## config.mk

```make
export PLATFORM = sky130hd
export DESIGN_NAME = dat_xfer_ctrl
export DESIGN_NICKNAME = d
export VERILOG_FILES = /design/src/rtl/dat_xfer_ctrl.sv
export SDC_FILE = /design/constraint.sdc
export NUM_CORES = 1
export LEC_CHECK = 0
export ABC_AREA = 1
export CELL_PAD_IN_SITES_DETAIL_PLACEMENT = 0
export CELL_PAD_IN_SITES_GLOBAL_PLACEMENT = 1
export CORE_UTILIZATION = 35
export CTS_CLUSTER_SIZE = 10
export DETAILED_ROUTE_END_ITERATION = 10
export HOLD_SLACK_MARGIN = 0.1
export PLACE_DENSITY_LB_ADDON = 0.1
export RECOVER_POWER = 100
export SLEW_MARGIN = 10
export SYNTH_ARGS = -nofsm -noshare
export SYNTH_HDL_FRONTEND = slang
export SYNTH_SLANG_ARGS = --single-unit
```

## constraint.sdc

```tcl
create_clock -name clock -period 1.55 [get_ports clock]
set_input_delay 0.2325 -clock clock [delete_from_list [all_inputs] [get_ports clock]]
set_output_delay 0.2325 -clock clock [all_outputs]
set_load 0.01 [all_outputs]
```

## src/rtl/dat_xfer_ctrl.sv

```systemverilog
// dat_xfer_ctrl: sequences multi-block DAT transfers with
// FIFO flow control, CRC/timeout/abort error handling.
module dat_xfer_ctrl #(
  parameter int TIMEOUT    = 1000,
  parameter int GAP_CYCLES = 2
) (
  input  logic        clock,
  input  logic        reset,
  input  logic        new_trans,
  input  logic        direction,
  input  logic [10:0] block_amount,
  input  logic        abort,
  input  logic        fifo_full,
  input  logic        fifo_empty,
  input  logic        blk_ack,
  input  logic        crc_ok,
  output logic        blk_start,
  output logic        blk_dir,
  output logic        busy,
  output logic        trans_done,
  output logic        trans_err,
  output logic [1:0]  err_code,
  output logic [10:0] blocks_done
);

  localparam int GAPS = (GAP_CYCLES < 1) ? 1 : GAP_CYCLES;
  localparam int CMAX = (TIMEOUT > GAPS) ? TIMEOUT : GAPS;
  localparam int CW   = $clog2(CMAX + 1);

  localparam logic [CW-1:0] CNT_ONE  = CW'(1);
  localparam logic [CW-1:0] TO_LAST  = CW'(TIMEOUT);
  localparam logic [CW-1:0] GAP_LAST = CW'(GAPS);

  localparam logic [1:0] E_NONE  = 2'b00;
  localparam logic [1:0] E_CRC   = 2'b01;
  localparam logic [1:0] E_TOUT  = 2'b10;
  localparam logic [1:0] E_ABORT = 2'b11;

  typedef enum logic [2:0] {
    ST_IDLE,
    ST_WAIT,
    ST_RUN,
    ST_GAP,
    ST_DONE,
    ST_ERR
  } state_t;

  state_t state_q, state_d;

  logic          nt_q;
  logic          nt_edge;
  logic [10:0]   amount_q;
  logic [CW-1:0] cnt_q;
  logic [10:0]   blocks_next;
  logic          fifo_ready;

  logic       accept;
  logic       blk_good;
  logic       cnt_load;
  logic       cnt_inc;
  logic       err_set;
  logic [1:0] err_d;

  assign nt_edge     = new_trans & ~nt_q;
  assign blocks_next = blocks_done + 11'd1;
  // Reads need room in the FIFO, writes need data in it.
  assign fifo_ready  = blk_dir ? ~fifo_full : ~fifo_empty;

  assign blk_start  = (state_q == ST_RUN) && (cnt_q == CNT_ONE);
  assign trans_done = (state_q == ST_DONE);

  always_ff @(posedge clock or posedge reset) begin
    if (reset) state_q <= ST_IDLE;
    else       state_q <= state_d;
  end

  always_comb begin
    state_d  = state_q;
    accept   = 1'b0;
    blk_good = 1'b0;
    cnt_load = 1'b0;
    cnt_inc  = 1'b0;
    err_set  = 1'b0;
    err_d    = E_NONE;
    unique case (state_q)
      ST_IDLE: begin
        if (nt_edge) begin
          accept  = 1'b1;
          state_d = (block_amount == 11'd0) ?
                    ST_DONE : ST_WAIT;
        end
      end
      ST_WAIT: begin
        if (abort) begin
          err_set = 1'b1;
          err_d   = E_ABORT;
          state_d = ST_ERR;
        end else if (fifo_ready) begin
          cnt_load = 1'b1;
          state_d  = ST_RUN;
        end
      end
      ST_RUN: begin
        // abort beats blk_ack, blk_ack beats timeout
        if (abort) begin
          err_set = 1'b1;
          err_d   = E_ABORT;
          state_d = ST_ERR;
        end else if (blk_ack) begin
          if (crc_ok) begin
            blk_good = 1'b1;
            cnt_load = 1'b1;
            state_d  = (blocks_next == amount_q) ?
                       ST_DONE : ST_GAP;
          end else begin
            err_set = 1'b1;
            err_d   = E_CRC;
            state_d = ST_ERR;
          end
        end else if (cnt_q == TO_LAST) begin
          err_set = 1'b1;
          err_d   = E_TOUT;
          state_d = ST_ERR;
        end else begin
          cnt_inc = 1'b1;
        end
      end
      ST_GAP: begin
        if (abort) begin
          err_set = 1'b1;
          err_d   = E_ABORT;
          state_d = ST_ERR;
        end else if (cnt_q == GAP_LAST) begin
          state_d = ST_WAIT;
        end else begin
          cnt_inc = 1'b1;
        end
      end
      ST_DONE: state_d = ST_IDLE;
      ST_ERR:  state_d = ST_IDLE;
      default: state_d = ST_IDLE;
    endcase
  end

  always_ff @(posedge clock or posedge reset) begin
    if (reset) begin
      nt_q        <= 1'b0;
      amount_q    <= 11'd0;
      blk_dir     <= 1'b0;
      busy        <= 1'b0;
      trans_err   <= 1'b0;
      err_code    <= E_NONE;
      blocks_done <= 11'd0;
      cnt_q       <= '0;
    end else begin
      nt_q <= new_trans;
      if (accept) begin
        amount_q    <= block_amount;
        blk_dir     <= direction;
        blocks_done <= 11'd0;
        trans_err   <= 1'b0;
        err_code    <= E_NONE;
        busy        <= 1'b1;
      end
      if (blk_good) blocks_done <= blocks_next;
      if (err_set)  err_code    <= err_d;
      if (cnt_load)     cnt_q <= CNT_ONE;
      else if (cnt_inc) cnt_q <= cnt_q + CNT_ONE;
      if (state_q == ST_DONE) busy <= 1'b0;
      if (state_q == ST_ERR) begin
        busy      <= 1'b0;
        trans_err <= 1'b1;
      end
    end
  end

endmodule

```

# After elaboration in Yosys (flattened, before gate mapping)
# Index checks and enable logic that the tools add are counted.
# totals
reg_bits,41
output_inout_bits,18
# classes
n_addsub,2
n_eq_ne,13
n_mux,51
reduce_logical,10
bitwise,4
# ops
operator,count
two-way mux 3 bit,11
two-way mux 1 bit,25
two-way mux 11 bit,2
two-way mux 10 bit,2
two-way mux 2 bit,6
case mux 3 bit (4 select lines),1
adder 11 x 1 -> 11 bit (second input constant),1
== test 11 bit,1
zero test 11 bit,1
adder 10 x 1 -> 10 bit (second input constant),1
== test 10 x 1 -> 1 bit (second input constant),1
== test 10 bit (second input constant),1
== test 10 x 2 -> 1 bit (second input constant),1
nonzero test 2 bit,4
== test 3 x 2 -> 1 bit (second input constant),2
== test 3 bit (second input constant),2
!= test 3 bit (second input constant),2
case mux 1 bit (2 select lines),3
!= test 4 x 3 -> 1 bit (second input constant),1
case mux 2 bit (2 select lines),1
AND reduction 4 bit,1
== test 3 x 1 -> 1 bit (second input constant),1
zero test 3 bit,1
inverter 1 bit,3
other kinds (5),5

# Depth between registers and ports, before layout
# depth
depth_word,7
mapped_depth,15
depth_no_buf,15

# Worst setup path after synthesis
# No wires, ideal clock.
# synth_timing
kind,reg-to-reg
start,register blocks_done[0]
end,register state_q[1]
arrival_time_ps,1625
stages_incl_launch_ff,15
setup_ps,118
slack_ps,-193
path_cell_list,dfrtp_1 ha_1 nand2_2 nor2_4 nand2_1 nand2_1 nand2_1 nand2_1 nand2_1 nor2_2 nand3_1 o21ai_0 nand2_1 nand2_1 nand2_1
# synth_via
elab_chain_len,7
# synth_rtl
item,line_no,text
from (decl),23,output logic [10:0] blocks_done
from (signal assigned),165,if (blk_good) blocks_done <= blocks_next;
adder 11 x 1 -> 11 bit,65,assign blocks_next = blocks_done + 11'd1;
== test 11 bit,113,state_d = (blocks_next == amount_q) ?
two-way mux 3 bit,113,
two-way mux 3 bit,110,if (crc_ok) begin
two-way mux 3 bit,109,end else if (blk_ack) begin
two-way mux 3 bit,105,if (abort) begin
case mux 3 bit (4 select lines),85,unique case (state_q)
to (signal assigned),74,else state_q <= state_d;
to (decl),48,"state_t state_q, state_d;"
# No other way between the ends.
# A chain may end at the register's enable or synchronous reset.

# Worst setup path in the final report
# layout_timing
start,register blocks_done[0]
end,register state_q[0]
# The elaborated chain is that of the path after synthesis.

==> flow_metrics.env <==
export IMPL_cp_required_ps=1750
export IMPL_drcViolationCount=0
export IMPL_gp_congestion=0.8407
export IMPL_port_buffers=37
export IMPL_cp_start_kind="flop"
export IMPL_synthesis_area_um2=2516
export IMPL_drive_above_1_share=0.3173
export IMPL_cts_tree="done"
export IMPL_grt_max_degree=27
export IMPL_hp_class="in2async"
export IMPL_status="finished, violations left"
export IMPL_end_kind="flop"
export IMPL_cts_htree_levels=2
export IMPL_gr_usage_all_layers=0.2147
export IMPL_synth_most_common_cell="nand2_1"
export IMPL_fillers=710
export IMPL_async_reset_ff_frac=1.000
export IMPL_row_count=30
export IMPL_crit_buf_inv=1
export IMPL_crit_chain="ha_4, inv_2, nand2_2, nand2_1, nor2_1, nand3_1, nor2_1, nand3_1, nor2_1, nand4_1, nand2_1, nand2_1, nand2_1, nand2_1"
export IMPL_nets=503
export IMPL_crit_family="simple AND/OR/NAND/NOR gates"
export IMPL_dp_hpwl_um=5844
export IMPL_reg2reg_slack_ps=-250
export IMPL_cp_common_cell="nand2_1"
export IMPL_synth_edff_count=0
export IMPL_peakVddDrop_v=0.0006094
export IMPL_ys_seq_area_frac=0.4078
export IMPL_fp_coreArea_um2=6869
export IMPL_seq_area_um2=1028
export IMPL_io_pins=38
export IMPL_clkTransAtPathRegs_ps=90
export IMPL_synthesis_nets=377
export IMPL_antenna_cells=0
export IMPL_violations="negative setup slack"
export IMPL_synth_area_per_cell_um2=7.148
export IMPL_crit_reg2reg_launch="blocks_done[0]"
export IMPL_cts_max_path_buffers=2
export IMPL_timing_fmax_mhz=555.4
export IMPL_first_pass_iters=4
export IMPL_cp_arrival_ps=2000
export IMPL_slowest_delay_ps=440
export IMPL_clock_skew_ps=6.675
export IMPL_root_buffer="clkbuf_8"
export IMPL_die_y_um=86.79
export IMPL_yosys_top_cells_area="dfrtp_1, nand2_1, inv_1"
export IMPL_finalCriticalPeriod_ps=1801
export IMPL_die_area_um2=7533
export IMPL_die_w_um=86.79
export IMPL_synth_warnings=0
export IMPL_synth_area_leader_cell="dfrtp_1"
export IMPL_relSlewSlack=0.5305
export IMPL_crit_slowest_cell="dfrtp_2"
export IMPL_setup_ws_ps=-250.6
export IMPL_r2r_cells=14
export IMPL_critical_path_class="reg2reg"
export IMPL_grt_setup_unrepaired="true"
export IMPL_slew_viol_final=0
export IMPL_cp_num_cells=14
export IMPL_vias=2787
export IMPL_yosysTopAreaCellShare=0.4078
export IMPL_syn2layout_area_growth_pct=56.59
export IMPL_via_per_inst=4.847
export IMPL_ys_ff_latch=41
export IMPL_total_leakage_power_nw=1.912
export IMPL_synthCells=352
export IMPL_wl_um=7624
export IMPL_setup_viol=14
export IMPL_worstSetupEndpoint="state_q[0]"
export IMPL_hold_viol_final=0
export IMPL_yosysUniqueCellTypes=33
export IMPL_grt_pass1_wl_um=12420
export IMPL_antenna_left=0
export IMPL_cts_sinks=41
export IMPL_worst_pin_slew_ps=704.3
export IMPL_drv_cap=0
export IMPL_multi_input_area_um2=1485
export IMPL_powerDensity_nw_per_um2=1312
export IMPL_cts_buffers=5
export IMPL_rr_endpoint="state_q[0]"
export IMPL_initial_core_util=0.3663
export IMPL_antenna_found_initial=0
export IMPL_cts_hold_buffers=0
export IMPL_critPathMaxFanout=2
export IMPL_ys_flop_type="dfrtp_1"
export IMPL_fin_crit_sh=1.162
export IMPL_finalSetupTns_ps=-1935
export IMPL_crit_path_start="blocks_done[0]"
export IMPL_whs_ps=275.0
export IMPL_wire_per_inst_um=13.26
export IMPL_grt_pass1_vias=2655
export IMPL_first_iter_violations=137
export IMPL_clock_latency_ps=310
export IMPL_synth_common_cells="nand2_1, inv_1, dfrtp_1"
export IMPL_grt_overflow=0
-- timing repair --
item | 4_1_cts | 5_1_grt
pin swaps | 28 | 18
buffers inserted | 7 | 1
gates cloned | 0 | 0
resized for setup | 51 | 32
setup endpoints to repair | 34 | 42
hold endpoints to repair | 0 | 0
-- placed cells by master (no fill, tap or decap), drive strengths merged --
| master | Yosys | final |
|---|---|---|
| xor2 | 2 | 2 |
| o31ai | 1 | 1 |
| a31oi | 1 | 1 |
| nand2 | 113 | 113 |
| ha | 5 | 5 |
| nand3b | 5 | 5 |
| nor2 | 30 | 30 |
| a221oi | 1 | 1 |
| a21oi | 4 | 4 |
| dlygate4sd3 | 0 | 2 |
| nor3 | 10 | 10 |
| inv | 49 | 50 |
| and3 | 1 | 1 |
| clkbuf | 1 | 16 |
| clkdlybuf4s25 | 0 | 1 |
| dfrtp | 41 | 41 |
| mux2i | 1 | 1 |
| a32o | 1 | 1 |
| a21boi | 1 | 1 |
| nor3b | 1 | 1 |
| nand3 | 31 | 31 |
| dlygate4sd2 | 0 | 8 |
| clkinv | 1 | 1 |
| nor4 | 4 | 4 |
| o22ai | 7 | 7 |
| a22o | 1 | 1 |
| o21ai | 28 | 28 |
| bufinv | 0 | 2 |
| buf | 1 | 75 |
| nand4 | 11 | 11 |
| clkdlybuf4s50 | 0 | 24 |
-- routing by layer --
layer,track usage,share of wire
met1,0.2964,0.48
met2,0.3536,0.47
met3,0.03429,0.037
met4,0.04545,0.0091
met5,0,0
-- report_power, final --
group          internal, W  leakage [nW]  switching, W  total [W]
Sequential         0.00138         0.532      0.000234    0.00162
Combinational      0.00121          1.31       0.00128    0.00248
Clock             0.000641        0.0681      0.000427    0.00107
Total              0.00323          1.91       0.00194    0.00517
-- kinds of logic (layout without fill, tap and decap cells) --
group	count (synthesis)	in the layout	share of synthesized area
adder cells (fa/ha/maj)	5	5	0.02486
XOR/XNOR	2	2	0.006963
buffers and inverters	52	179	0.07807
multiplexers	1	1	0.003978
AO/OA/AOI/OAI	45	45	0.1064
flip-flops	41	41	0.4078
AND/OR/NAND/NOR	206	206	0.3720
-- worst min-delay path by stage --
stage | startpoint | end | slack [ps] | depth (start not counted)
2_1_floorplan | new_trans | nt_q | 260 | 0
6_report | reset | cnt_q[5] | 270 | 2
4_1_cts | reset | cnt_q[5] | 180 | 2
3_3_place_gp | trans_err | trans_err | 480 | 1
5_1_grt | reset | cnt_q[5] | 310 | 2
3_5_place_dp | trans_err | trans_err | 490 | 1
-- state kept, by name, indices dropped and copies added (netlist names) --
name         flops
amount_q        11
blocks_done     11
cnt_q           10
state_q          3
err_code         2
blk_dir          1
busy             1
nt_q             1
trans_err        1
-- final cells by class --
class / count / share of cell area
Timing Repair Buffer: 121 / 0.2467
Tap cell: 96 / 0.03049
Multi-Input combinational cell: 259 / 0.3769
Inverter: 50 / 0.05081
Sequential cell: 41 / 0.2610
Clock inverter: 3 / 0.01651
Clock buffer: 5 / 0.01747
-- worst reg2reg max path, cell delays in order, from the launching register on --
cell and delay, ps:
dfrtp_2 440, ha_4 270, inv_2 40, nand2_2 60, nand2_1 50, nor2_1 90
nand3_1 70, nor2_1 120, nand3_1 90, nor2_1 130, nand4_1 110, nand2_1 90
nand2_1 50, nand2_1 60, nand2_1 50
-- metrics by stage --
| step | utilization | cell area, um^2 | worst slack [ps] | cells | power (W) |
|---|---|---|---|---|---|
| global placement | 0.5219 | 3585 | -266.6 | 559 | 0.003844 |
| finish | 0.5736 | 3940 | -250.6 | 575 | 0.005170 |
| detailed placement | 0.5219 | 3585 | -286.2 | 559 | 0.003878 |
| floorplan | - | 2520 | -152.8 | 352 | 0.002809 |
| global route | 0.5736 | 3940 | -381.7 | 575 | 0.005553 |
| CTS | 0.5670 | 3895 | -259.0 | 574 | 0.005109 |
No activity file was read; power rests on OpenSTA's default activity.
